[config.mk]
export PLATFORM = sky130hd
export DESIGN_NAME = serial_adder
export DESIGN_NICKNAME = d
export VERILOG_FILES = /design/src/rtl/serial_adder_pkg.sv /design/src/rtl/serial_adder_fa_cell.sv /design/src/rtl/serial_adder.sv
export SDC_FILE = /design/constraint.sdc
export NUM_CORES = 1
export LEC_CHECK = 0
export BUFFER_PORTS_ARGS = -buffer_cell sky130_fd_sc_hd__buf_2
export CAP_MARGIN = 15
export CELL_PAD_IN_SITES_DETAIL_PLACEMENT = 1
export CELL_PAD_IN_SITES_GLOBAL_PLACEMENT = 1
export CORE_MARGIN = 3
export CORE_UTILIZATION = 35
export CTS_BUF_LIST = sky130_fd_sc_hd__clkbuf_8
export DETAILED_ROUTE_END_ITERATION = 8
export PLACE_DENSITY = 0.78
export REMOVE_ABC_BUFFERS = 1
export SLEW_MARGIN = 20
export SYNTH_ARGS = -nofsm -noshare
export SYNTH_HDL_FRONTEND = slang
export SYNTH_SLANG_ARGS = --single-unit
[constraint.sdc]
create_clock -name clk -period 3.1 [get_ports clk]
set_input_delay 0.31 -clock clk [delete_from_list [all_inputs] [get_ports clk]]
set_output_delay 0.31 -clock clk [all_outputs]
set_load 0.02 [all_outputs]
[src/rtl/serial_adder_pkg.sv]
// serial_adder_pkg
//   Shared declarations for the serial adder: the control FSM state type and
//   the helper that sizes the step counter.
package serial_adder_pkg;

  typedef enum logic [1:0] {
    IDLE = 2'd0,
    RUN  = 2'd1,
    DONE = 2'd2
  } state_t;

  // Bits needed to count 0..n inclusive.
  function automatic int cnt_width(input int n);
    return $clog2(n + 1);
  endfunction

endpackage

[src/rtl/serial_adder_fa_cell.sv]
// fa_cell
//   One-bit full adder, chained BPC times by serial_adder.
//   Ports:
//     a, b  - addend bits
//     cin   - carry in
//     s     - sum bit
//     co    - carry out
module fa_cell (
  input  logic a,
  input  logic b,
  input  logic cin,
  output logic s,
  output logic co
);

  assign s  = a ^ b ^ cin;
  assign co = (a & b) | (cin & (a ^ b));

endmodule

[src/rtl/serial_adder.sv]
// serial_adder
//   Bit-serial adder/subtractor. It accepts one operation per valid/ready
//   handshake, processes BPC bits per clock over N = WIDTH/BPC clocks, and then
//   presents the result until the consumer takes it.
//   Parameters:
//     WIDTH - operand/result width (>= 2)
//     BPC   - bits processed per clock; WIDTH must be a multiple of BPC
//   Ports:
//     clk, rst_n          - clock (rising edge), asynchronous active-low reset
//     in_valid, in_ready  - operand handshake (in_ready only in IDLE)
//     a, b, cin, sub      - operands, carry-in (ignored for sub), 1 = a - b
//     out_valid,out_ready - result handshake (out_valid only in DONE)
//     sum, cout, ovf      - result, carry-out (sub: 1 = no borrow), overflow
module serial_adder
  import serial_adder_pkg::*;
#(
  parameter int WIDTH = 8,
  parameter int BPC   = 1
) (
  input  logic             clk,
  input  logic             rst_n,
  input  logic             in_valid,
  output logic             in_ready,
  input  logic [WIDTH-1:0] a,
  input  logic [WIDTH-1:0] b,
  input  logic             cin,
  input  logic             sub,
  output logic             out_valid,
  input  logic             out_ready,
  output logic [WIDTH-1:0] sum,
  output logic             cout,
  output logic             ovf
);

  localparam int N  = WIDTH / BPC;
  localparam int CW = cnt_width(N);

  state_t             state;
  state_t             state_next;
  logic [CW-1:0]      cnt;
  logic               carry;
  logic [WIDTH-1:0]   op_a;
  logic [WIDTH-1:0]   op_b;
  logic [WIDTH-1:0]   acc;
  logic [BPC:0]       c;
  logic [BPC-1:0]     s_bits;
  logic [WIDTH+BPC-1:0] acc_wide;
  logic               last_step;

  // Carry chain over the BPC low bits of the operand registers.
  assign c[0] = carry;

  for (genvar i = 0; i < BPC; i++) begin : g_fa
    fa_cell u_fa (
      .a   (op_a[i]),
      .b   (op_b[i]),
      .cin (c[i]),
      .s   (s_bits[i]),
      .co  (c[i+1])
    );
  end

  // New sum bits enter at the MSB end; after N steps the result is aligned.
  assign acc_wide  = {s_bits, acc};
  assign last_step = (cnt == CW'(N - 1));

  // State register.
  always_ff @(posedge clk or negedge rst_n) begin
    if (!rst_n) begin
      state <= IDLE;
    end else begin
      state <= state_next;
    end
  end

  // Next-state logic.
  always_comb begin
    state_next = state;
    case (state)
      IDLE: begin
        if (in_valid) begin
          state_next = RUN;
        end else begin
          state_next = IDLE;
        end
      end
      RUN: begin
        if (last_step) begin
          state_next = DONE;
        end else begin
          state_next = RUN;
        end
      end
      DONE: begin
        if (out_ready) begin
          state_next = IDLE;
        end else begin
          state_next = DONE;
        end
      end
      default: begin
        state_next = IDLE;
      end
    endcase
  end

  // Handshake flags are registered from the next state so they line up with it.
  always_ff @(posedge clk or negedge rst_n) begin
    if (!rst_n) begin
      in_ready  <= 1'b1;
      out_valid <= 1'b0;
    end else begin
      in_ready  <= (state_next == IDLE);
      out_valid <= (state_next == DONE);
    end
  end

  // Operand capture, serial stepping and result latching.
  always_ff @(posedge clk or negedge rst_n) begin
    if (!rst_n) begin
      op_a  <= {WIDTH{1'b0}};
      op_b  <= {WIDTH{1'b0}};
      acc   <= {WIDTH{1'b0}};
      carry <= 1'b0;
      cnt   <= {CW{1'b0}};
      sum   <= {WIDTH{1'b0}};
      cout  <= 1'b0;
      ovf   <= 1'b0;
    end else begin
      case (state)
        IDLE: begin
          if (in_valid) begin
            // Subtraction is a + ~b + 1: invert b and force the carry-in.
            op_a  <= a;
            op_b  <= b ^ {WIDTH{sub}};
            carry <= sub ? 1'b1 : cin;
            cnt   <= {CW{1'b0}};
          end else begin
            op_a  <= op_a;
            op_b  <= op_b;
            carry <= carry;
            cnt   <= cnt;
          end
        end
        RUN: begin
          op_a  <= op_a >> BPC;
          op_b  <= op_b >> BPC;
          acc   <= acc_wide[WIDTH+BPC-1:BPC];
          carry <= c[BPC];
          cnt   <= cnt + CW'(1'b1);
          if (last_step) begin
            // The top cell of the final chunk is bit WIDTH-1.
            sum  <= acc_wide[WIDTH+BPC-1:BPC];
            cout <= c[BPC];
            ovf  <= c[BPC] ^ c[BPC-1];
          end else begin
            sum  <= sum;
            cout <= cout;
            ovf  <= ovf;
          end
        end
        default: begin
          op_a  <= op_a;
          op_b  <= op_b;
          acc   <= acc;
          carry <= carry;
          cnt   <= cnt;
          sum   <= sum;
          cout  <= cout;
          ovf   <= ovf;
        end
      endcase
    end
  end

endmodule
==> reports/qor.log <==
[yosys] cell count after synthesis 171
[sta] slew at the pin closest to its max-slew limit 0.9303 ns
[critical_path] worst-case register-to-register setup slack 1.10 ns
[critical_path] number of buffers and inverters on the critical path 0
[global_route] met1 usage in global routing 17.45%
[floorplan] top-level port count 34
[global_route] vias in the first global route 1430
[sta] Min Clock Period, post-route 1.996 ns
[critical_path] Worst R2R Start state[1]$_DFF_PN0_
[yosys] most frequent cell after synthesis sky130_fd_sc_hd__nand2_1
[global_route] GR met3 Demand/Resource 3.386%
[global_route] All-Layer GR Usage 13.46%
[cells_and_area] # nets final 225
[floorplan] floorplan core area 0.005205 mm²
[cts] number of gates resized after cts 0
[critical_path] critical path peak fanout 18
[floorplan] die outline area 0.006374 mm²
[sta] max-slew violations 0
[routing] total wirelength of the detailed-routed design 3.794 mm
[sta] Highest Clock Rate 500.9 MHz
[routing] remaining routing DRC violations 0
[yosys] top cell type's share of synthesized area 53.77%
[cells_and_area] area of the multi-input gates 782.0 µm²
[routing] average wire per standard cell 13.95 µm
[cts] CTS H-tree depth 2
[critical_path] largest delay contributor family on the critical path simple AND/OR/NAND/NOR gates
[yosys] flip-flop cell with the highest count after synthesis sky130_fd_sc_hd__dfrtp_1
[cts] number of CTS-inserted buffers 5
[power] Pwr Density 941.6 mW/mm²
[yosys] Yosys warnings 0
[sta] fin crit share 64.40%
[floorplan] Initial Utilization 36.66%
[power] IR Drop Worst-Case VDD 0.2628 mV
[yosys] FF+latch count, synth 42
[placed_design] last weighted congestion value of the routability-driven placer 0.7371
[yosys] Mapped Area 0.001908 mm²
[yosys] number of enable flip-flop cells after synthesis 0
[yosys] count of distinct cell types in the synthesized netlist 31
[sta] Max Clock Skew 0.006936 ns
[min_path] Tightest Hold Check Type in2async
[sta] worst relative slew slack 37.98%
[sta] setup repair after global routing missed its margin false
[critical_path] data arrival time of the critical path 2.19 ns
[power] overall power of the completed layout 2.090 mW
[floorplan] number of cell rows 26
[cells_and_area] area growth from synthesis to layout 16.33%
[run_status] outcome finished clean
[yosys] cell taking the most area after synthesis sky130_fd_sc_hd__dfrtp_1
[placed_design] Worst Setup Slack post-DPL 1.083 ns
[placed_design] estimated wirelength of the detail-placed design 2.694 mm
[critical_path] stage delay of the slowest cell on the critical path 0.62 ns
[yosys] average footprint of a synthesized cell 11.16 µm²
[floorplan] Die Wd 79.84 µm
[cts] clock-pin transition on the worst setup and hold timing paths 0.08 ns
[sta] final hold viol count 0
[global_route] met2 capacity usage during global routing 21.62%
[critical_path] Critical Path End Type register
[cts] hold buffer count at cts 0
[yosys] Async SR Flop Fraction 100.0%
[cts] worst skew pair latency 0.30 ns
[floorplan] die boundary height 79.84 µm
[global_route] most utilized layer in the global route result met2
[yosys] most numerous cell types in the synthesized netlist 46 x sky130_fd_sc_hd__nand2_1, 41 x sky130_fd_sc_hd__dfrtp_1, 10 x sky130_fd_sc_hd__o21ai_0
[routing] count of TritonRoute iterations in the first routing pass 4
[cts] clock tree from TritonCTS done
[flow_run] count of maximum capacitance violations 0
[routing] per-cell via count in the routed design 4.971
[critical_path] Worst R2R Path Depth 3
[cells_and_area] share of final-layout standard cells stronger than drive strength 1 29.21%
[power] leakage power total 1.091 nW
[critical_path] worst setup path category reg2reg
[critical_path] data required time of the critical path 3.29 ns
[cts] root cell of the clock tree sky130_fd_sc_hd__clkbuf_8
[global_route] largest net degree at the start of global routing 43
[routing] Iter 0 DRT Violations 47
[yosys] sequential element share of the synthesized area 55.15%
[sta] Setup Viol. Count Final 0
[global_route] overflow left after global routing 0
[cts] CTS Sinks 42
[routing] number of nets with antenna violations after detailed routing 0
[yosys] cells taking the most area after synthesis sky130_fd_sc_hd__dfrtp_1 54%, sky130_fd_sc_hd__nand2_1 9.0%, sky130_fd_sc_hd__mux2_4 6.3%, sky130_fd_sc_hd__xor2_1 4.1%, sky130_fd_sc_hd__a22oi_1 3.5%
[routing] Vias 1352
[cts] maximum count of clock buffers along a single path 2
[critical_path] list of cells traversed by the critical path nand2b_4 -> nor3_4 -> mux2_2
[sta] fin worst setup slack 1.104 ns
[placed_design] count of buffers inserted at the top-level ports 33
[sta] setup tns final 0 ns
[cts] post-CTS setup buffer count 0
[critical_path] slowest library cell on the worst path sky130_fd_sc_hd__nor3_4
[critical_path] end of the worst register-to-register path sum[4]$_DFFE_PN0P_
[cells_and_area] Filler Cell Count 605
[critical_path] element type at the critical path start register
[global_route] global-route wire length before repair 6.706 mm
[cells_and_area] final antenna diode count 0
[cells_and_area] footprint of the flip-flops and latches 0.001052 mm²
[global_route] number of antenna violations at the first check in global routing 0
cells by family (layout without fill, tap and decap cells):
| kind of cell | count (synthesis) | count (layout) | synth area share (%) |
|---|---|---|---|
| simple gates | 58 | 58 | 13.77 |
| flops | 42 | 42 | 55.15 |
| compound gates | 36 | 36 | 13.31 |
| buf+inv | 13 | 44 | 3.868 |
| mux | 11 | 11 | 8.066 |
| xor+xnor | 9 | 9 | 4.131 |
| fa+ha+maj | 2 | 2 | 1.705 |
metrics by stage:
stage | cells | hold slack [ns] | utilization [%] | area [µm²]
final | 272 | 0.1452 | 42.64 | 2220
after detailed placement | 264 | 0.4681 | 40.46 | 2106
after global routing | 272 | 0.2189 | 42.64 | 2220
after global placement | 264 | 0.4627 | 40.46 | 2106
after CTS | 272 | 0.1787 | 42.64 | 2220
after floorplan | 159 | 0.01441 | - | 1838
layout by cell type (no fill, tap or decap), types with 2 or more instances in the layout:
cell	n
sky130_fd_sc_hd__a32oi_1	7
sky130_fd_sc_hd__mux2_4	8
sky130_fd_sc_hd__mux2_2	3
sky130_fd_sc_hd__dfrtp_1	41
sky130_fd_sc_hd__nor2_1	3
sky130_fd_sc_hd__a22o_1	3
sky130_fd_sc_hd__xor2_1	9
sky130_fd_sc_hd__a22oi_1	9
sky130_fd_sc_hd__clkinvlp_4	2
sky130_fd_sc_hd__buf_4	2
sky130_fd_sc_hd__buf_2	33
sky130_fd_sc_hd__a21o_1	2
sky130_fd_sc_hd__nand2_1	46
sky130_fd_sc_hd__clkbuf_8	5
sky130_fd_sc_hd__nor2b_1	3
sky130_fd_sc_hd__o21ai_0	10
layer usage:
layer,share of wire (%),up-vias
li1,-,645
met1,46,661
met2,47,39
met3,5.5,7
met4,1.6,0
met5,0,-
area by class of cell:
type                       instances  area share (%)
sequential                        42           47.41
timing repair buffer              35           8.117
inverter                           1          0.1691
tap                               70           3.946
clock inverter                     3           2.029
multi-input combinational        116           35.23
clock buffer                       5           3.100
how the worst max path moves through the flow:
stage / depth (start not counted) / endpoint / slack (ns) / from
floorplan: 3 / sum[4]$_DFFE_PN0P_ / 1.21 / state[0]$_DFF_PN0_
global route: 3 / sum[5]$_DFFE_PN0P_ / 0.98 / state[1]$_DFF_PN0_
finish: 3 / sum[4]$_DFFE_PN0P_ / 1.10 / state[1]$_DFF_PN0_
CTS: 3 / sum[4]$_DFFE_PN0P_ / 1.09 / state[1]$_DFF_PN0_
global placement: 3 / sum[5]$_DFFE_PN0P_ / 1.11 / state[1]$_DFF_PN0_
detailed placement: 3 / sum[4]$_DFFE_PN0P_ / 1.08 / state[1]$_DFF_PN0_
state kept, by name, summed over array words and instances, names as in the netlist:
register / count
carry: 1
sum: 8
cout: 1
op_a: 8
acc: 7
state: 2
out_valid: 1
in_ready: 1
op_b: 8
ovf: 1
cnt: 4
power breakdown:
part | switching, mW | internal [mW] | leakage, nW
Sequential | 0.157 | 0.773 | 0.542
Clock | 0.199 | 0.240 | 0.0504
Combinational | 0.393 | 0.329 | 0.498
Note: power is estimated with default switching activity, not from simulation.
